<file path="src/rtl/test_monitor_sat_counter.sv">
// Saturating up-counter with synchronous clear and count enable.
// The count sticks at all-ones.
module sat_counter #(
  parameter int unsigned W = 8
) (
  input  logic         clk,
  input  logic         rst,
  input  logic         clr,
  input  logic         en,
  output logic [W-1:0] count
);

  always_ff @(posedge clk or posedge rst) begin
    if (rst) begin
      count <= '0;
    end else if (clr) begin
      count <= '0;
    end else if (en && (count != {W{1'b1}})) begin
      count <= count + W'(1);
    end
  end

endmodule

</file>
<file path="config.mk">
export PLATFORM = sky130hd
export DESIGN_NAME = sat_counter
export DESIGN_NICKNAME = d
export VERILOG_FILES = /design/src/rtl/test_monitor_sat_counter.sv
export SDC_FILE = /design/constraint.sdc
export NUM_CORES = 1
export LEC_CHECK = 0
export CORE_AREA = 3 3 40 42
export DETAILED_ROUTE_END_ITERATION = 16
export DIE_AREA = 0 0 43 45
export PLACE_DENSITY = 0.68
export SLEW_MARGIN = 0
export SYNTH_ARGS = -nofsm -noshare
export SYNTH_HDL_FRONTEND = slang
export SYNTH_SLANG_ARGS = --single-unit
</file>
<file path="constraint.sdc">
create_clock -name clk -period 1.9 [get_ports clk]
set_input_delay 0.38 -clock clk [delete_from_list [all_inputs] [get_ports clk]]
set_output_delay 0.38 -clock clk [all_outputs]
set_load 0.05 [all_outputs]
</file>
Yosys cells after proc, flatten, opt, wreduce, memory -nomap -nowiden
Cells that the tools add are included.

Add/subtract/negate cells: 1. Equality and inequality tests: 1. Mux-type cells: 2. Reduce and logical (&&, ||, !) cells: 2.

Operators by type and width (number): 2-to-1 mux 8 bit (2); adder 8 x 1 -> 8 bit (second input constant) (1); != test 8 bit (second input constant) (1); nonzero test 2 bit (1); logical AND 1 bit (1).

Bits in registers: 8. Word-level logic and storage cells: 7.

Logic depth before layout (Yosys ltp)
Gate-level depths: netlist of the first run.

Depth after elaboration: 4. Mapped depth: 4.

Least setup slack after synthesis of the first run
Ideal clock, no wire load.

Path type: flip-flop to flip-flop. Start: reg count[0]. End: reg count[5]. Arrival time: 1.689 ns. Slack: 0.086 ns. Stages on the path, launching flop included: 5. Buffers on the path: 0. Path through: dfrtp_1 > ha_1 > and3_1 > a211oi_2 > mux2_4.

Longest elaborated chain between the ends: 3. Elaborated cells on any way between the ends: 6.

RTL lines: start, declared (RTL line 10) `output logic [W-1:0] count`; start signal, assigned (RTL line 19) `count <= count + W'(1);`; adder 8 x 1 -> 8 bit / != test 8 bit (equally long branches) (RTL line 19, 18); 2-to-1 mux 8 bit / logical AND 1 bit (equally long branches) (RTL line 18) `end else if (en && (count != {W{1'b1}})) begin`; 2-to-1 mux 8 bit / nonzero test 2 bit (equally long branches).

Several ways; a longest one is shown, not always the timed one. The select of a mux whose other input is x is not followed. A chain may end at the register's enable or synchronous reset.

Worst setup path in the final report of the first run
Same ends and word-level chain as after synthesis.

==> run summary, run 1 <==
status: finished clean
Core Util, Final: 48.88%
Most flops, register: count
vias per cell: 5.364
Gate power share: 14.9%
Netlist cell types: 25
Skew-Pair Late Insertion Delay: 0.26 ns
net switching power: 0.09504 mW
core area: 1285 um^2
Least-Margin Pin Slew: 0.3667 ns
Pleak: 0.3067 nW
Largest register FFs: 8
Avg Inst Size Synth: 10.29 um^2
worst vdd ir: 0.0004022 V
hold slack: 0.3812 ns
Die Area: 1935 um^2
die width: 43 um
max cap viols: 0
CTS tree: done
CP startpoint kind: flip-flop
Final Max Tran Viols: 0
CP Class: flip-flop to flip-flop
drt total wl: 1.073 mm
largest net degree at the start of global routing: 11
CTS resizes: 0
Synth area leader: dfrtp_1
most frequent cells in the layout: buf_4 (9), dfrtp_1 (8)
Post-CTS Hold Fix Bufs: 0
slew margin rel.: 75.48%
DIE HEIGHT: 45 um
sequential group share of total power: 49.5%
Largest regs: count: 8 flops
Reg-to-Reg Start: count[0]
Power Internal: 0.2685 mW
Global Route Usage Sum: 13.03%
starting density of the core: 39.24%
Final ANT Viol Nets: 0
unrepaired setup endpoints after global routing: false
P per Cell Area: 578.8 nW/um^2
H-tree depth: 1
Critical Path End Type: flip-flop
IO Pins: 12
Cell Area, Synth: 504.2 um^2
ranking of synthesized cells by area: dfrtp_1 (40%), mux2_4 (12%), nor2b_1 (5.0%), a21oi_2 (3.5%), nand2_1 (3.0%)
Post-DP Area: 605.6 um^2
first-pass GRT wire length: 1.745 mm
Synth Instances: 49
IO buf count: 11
leading cell type in the layout, fill and taps excluded: buf_4
initial antenna violation count: 0
root buf cell: clkbuf_4
grt ovf: 0
drt wl/cell: 13.94 um
Setup Fix Bufs, Post-CTS: 0
clk sink count: 8
Data arrival, critical path: 1.78 ns
CTS Buffer Depth: 2
R2R Path End: count[5]
count of final hold-check violations: 0
share of cells above drive strength 1: 32.26%
final clock skew: 0.004734 ns
syn_nets: 54
synth-to-layout area growth: 24.57%
Power, Total: 0.3636 mW
Data required, critical path: 2.04 ns
switching share of total power: 26.14%
n_diodes: 0
DRC: 0
yosys warns: 0
gp weighted congestion: 0.8074
Hold Path Class: primary input to asynchronous set/reset pin
Setup TNS Final: 0 ns
Synth top area share: 39.70%
drt first pass iters: 4
fmax: 0.6096 GHz
DR iter-0 viols: 4
Layout Cell Area excl Fill: 628.1 um^2
#FFs+latches synth: 8
period utilization: 86.34%
vias in the first global route: 392
Worst R2R Setup Slack: 0.26 ns
row count: 13
part of the power in the clock network: 35.7%
TritonCTS buffer count: 3
clock-pin slew on the worst setup and hold paths: 0.05 ns
Seq/Total Area, Yosys: 39.70%
Worst Path Max Fanout: 5
via count: 413
Reg2Reg Depth: 4
DP Wirelength: 825.1 um
min Tclk post-route: 1.640 ns
final net count: 69
final setup fails: 0
-- synthesized netlist by cell type --
library cell / number
a21boi_2: 1
ha_1: 1
inv_1: 2
dfrtp_1: 8
a211oi_2: 1
nor2_1: 4
o211a_1: 1
mux2i_1: 1
nor2b_1: 4
nand4_1: 2
and4_1: 1
nand2_1: 4
clkbuf_1: 1
o21bai_1: 1
and3_1: 1
and2b_1: 1
o311a_1: 1
a21oi_1: 2
mux2_4: 4
nand4b_1: 1
nand2b_1: 1
buf_6: 1
nor3_1: 1
a21oi_2: 2
nand3_1: 2
-- layout make-up --
type	instances	area, um^2
inverter	2	7.507
tap	15	18.77
timing repair buffer	12	97.59
multi-input combinational	37	281.5
sequential	8	200.2
clock buffer	3	22.52
fill	113	656.9
-- worst max path at each step --
stage	start	depth (start not counted)	slack [ns]	end
6_report	count[0]	4	0.26	count[5]
5_1_grt	count[0]	4	0.18	count[5]
3_3_place_gp	en	4	0.16	count[5]
2_1_floorplan	count[0]	4	0.09	count[5]
4_1_cts	count[0]	4	0.26	count[5]
3_5_place_dp	en	4	0.09	count[5]
-- worst max-delay path, stage by stage, from the launching register on --
cell	delay [ns]
dfrtp_1	0.42
ha_1	0.27
and3_1	0.25
a211oi_2	0.26
mux2_4	0.32
-- metal layers --
metal	routed length [um]	global-route usage (%)
met5	0	0
met4	19	7.229
met3	85	5.976
met2	487	20.96
met1	480	14.36
-- cell families (layout without fill, tap and decap cells) --
family          Yosys count  after routing  share of synthesized area [%]
buf+inv                   4             17                          4.466
fa+ha+maj                 1              1                          2.481
mux                       5              5                          13.90
compound gates            9              9                          15.63
simple gates             22             22                          23.82
flops                     8              8                          39.70
-- power groups by stage --
stage	logic [mW]	registers (mW)	clock network, mW
after global routing	0.0583	0.181	0.142
after global placement	0.0533	0.183	0
after floorplan	0.0201	0.196	0
after CTS	0.0543	0.180	0.131
after detailed placement	0.0542	0.183	0
final	0.0540	0.180	0.130
-- stage by stage --
| stage | setup slack, ns | std cells |
|---|---|---|
| floorplan | 0.08607 | 49 |
| global placement | 0.1576 | 74 |
| detailed placement | 0.08908 | 74 |
| CTS | 0.2591 | 77 |
| global route | 0.1753 | 77 |
| finish | 0.2596 | 77 |
No activity file was read; power rests on OpenSTA's default activity.
==> run 2: changes to the inputs <==
--- a/config.mk
+++ b/config.mk
@@ -6,6 +6,7 @@
 export NUM_CORES = 1
 export LEC_CHECK = 0
 export CORE_AREA = 3 3 40 42
+export CTS_BUF_LIST = sky130_fd_sc_hd__clkbuf_4 sky130_fd_sc_hd__clkbuf_8
 export DETAILED_ROUTE_END_ITERATION = 16
 export DIE_AREA = 0 0 43 45
 export PLACE_DENSITY = 0.68
==> results of run 2 <==
Same layout as run 1: the final DEF is identical, and so are final timing and power.
==> run 3: changes to the inputs <==
--- a/config.mk
+++ b/config.mk
@@ -5,10 +5,10 @@
 export SDC_FILE = /design/constraint.sdc
 export NUM_CORES = 1
 export LEC_CHECK = 0
-export CORE_AREA = 3 3 40 42
+export CORE_AREA = 2 2 39 41
 export CTS_BUF_LIST = sky130_fd_sc_hd__clkbuf_4 sky130_fd_sc_hd__clkbuf_8
 export DETAILED_ROUTE_END_ITERATION = 16
-export DIE_AREA = 0 0 43 45
+export DIE_AREA = 0 0 41 43
 export PLACE_DENSITY = 0.68
 export SLEW_MARGIN = 0
 export SYNTH_ARGS = -nofsm -noshare
==> run 3 against run 2 <==
Sequential cell count unchanged. Sequential power barely moved. Critical path depth did not move. Clock skew fell by 0.0040 ns. Register-to-register slack is essentially flat. Critical endpoint unchanged. Wire length is 7.7% lower.
==> run summary, run 3 (same netlist as run 1, synthesis figures left out) <==
status: finished clean
Critical Path End Type: flip-flop
grt ovf: 0
initial antenna violation count: 0
drt wl/cell: 12.69 um
vias per cell: 5.269
Die Area: 1763 um^2
clk sink count: 8
CP startpoint kind: flip-flop
vias in the first global route: 367
Least-Margin Pin Slew: 0.3407 ns
drt first pass iters: 4
Skew-Pair Late Insertion Delay: 0.25 ns
CTS Buffer Depth: 2
DP Worst Slack: 0.1370 ns
CTS resizes: 0
Hold Path Class: primary input to asynchronous set/reset pin
fmax: 0.6104 GHz
slowest stage delay, CP: 0.42 ns
largest net degree at the start of global routing: 11
leading cell type in the layout, fill and taps excluded: buf_4
Final ANT Viol Nets: 0
synth-to-layout area growth: 24.81%
Setup TNS Final: 0 ns
Post-CTS Hold Fix Bufs: 0
most frequent cells in the layout: buf_4 (9), dfrtp_1 (8)
n_diodes: 0
Worst Path Max Fanout: 5
period utilization: 86.23%
root buf cell: clkbuf_4
starting density of the core: 36.44%
DR iter-0 viols: 5
TritonCTS buffer count: 3
Largest register FFs: 8
worst vdd ir: 0.0003103 V
unrepaired setup endpoints after global routing: false
max cap viols: 0
Data required, critical path: 2.03 ns
via count: 411
DRC: 0
gp weighted congestion: 0.8643
CP Cell Sequence: ha_1 -> and3_1 -> a211oi_2 -> mux2_4
clock-pin slew on the worst setup and hold paths: 0.05 ns
Pleak: 0.3067 nW
final clock skew: 0.0007043 ns
Filler cells: 133
final net count: 69
min Tclk post-route: 1.638 ns
slew margin rel.: 77.21%
row count: 14
first-pass GRT wire length: 1.580 mm
CP Class: flip-flop to flip-flop
CTS tree: done
Setup Fix Bufs, Post-CTS: 0
die width: 41 um
drt total wl: 990 um
DIE HEIGHT: 43 um
Final Max Tran Viols: 0
DP Wirelength: 760.3 um
IO buf count: 11
final setup fails: 0
Most flops, register: count
H-tree depth: 1
Data arrival, critical path: 1.77 ns
Slowest cell on crit path: dfrtp_1
core area: 1384 um^2
Global Route Usage Sum: 13.74%
P per Cell Area: 567.2 nW/um^2
share of cells above drive strength 1: 32.26%
top cell family by delay on the critical path: flip-flops
worst path bufs/invs: 0
count of final hold-check violations: 0
setup slack after layout: 0.2617 ns
Largest regs: count: 8 flops
IO Pins: 12
run 3: cell counts in the layout (fill, tap and decap cells not counted):
Identical to the previous run, type by type.
run 3: worst paths after layout:
path / startpoint / endpoint / slack (ns) / cells past startpoint
max: count[0] / count[5] / 0.26 / 4
min: rst / count[5] / 0.39 / 2
max reg2reg: count[0] / count[5] / 0.26 / 4
min reg2reg: count[1] / count[1] / 0.57 / 2
max in group asynchronous: rst / count[6] / 1.28 / 2
min in group clk: count[1] / count[1] / 0.57 / 2
run 3: power by group:
| group | internal [mW] | switching, mW | total [mW] |
|---|---|---|---|
| sequential | 0.175 | 0.00526 | 0.180 |
| combinational | 0.0216 | 0.0323 | 0.0540 |
| clock | 0.0718 | 0.0510 | 0.123 |
| total | 0.268 | 0.0886 | 0.357 |
run 3: layer usage:
layer	up-vias	global-route usage (%)	wire length, um
met4	0	4.000	0
met2	9	20.31	487
met5	-	0	0
li1	200	-	-
met1	202	16.39	459
met3	0	7.853	43
run 3: per-stage QoR:
step	total power, mW	util [%]	cells	hold slack (ns)	instance area [um^2]
after detailed placement	0.2374	43.85	75	0.5669	606.8
final	0.3570	45.48	78	0.3851	629.4
after global routing	0.3808	45.48	78	0.4108	629.4
after CTS	0.3662	45.48	78	0.3841	629.4
after global placement	0.2356	43.85	75	0.5627	606.8
after floorplan	0.2165	-	49	0.1957	504.2
run 3: final cells by class:
cell class / instances / area [um^2] / share of cell area (%)
Sequential cell: 8 / 200.2 / 31.81
Multi-Input combinational cell: 37 / 281.5 / 44.73
Tap cell: 16 / 20.02 / 3.181
Timing Repair Buffer: 12 / 97.59 / 15.51
Clock buffer: 3 / 22.52 / 3.579
Inverter: 2 / 7.507 / 1.193
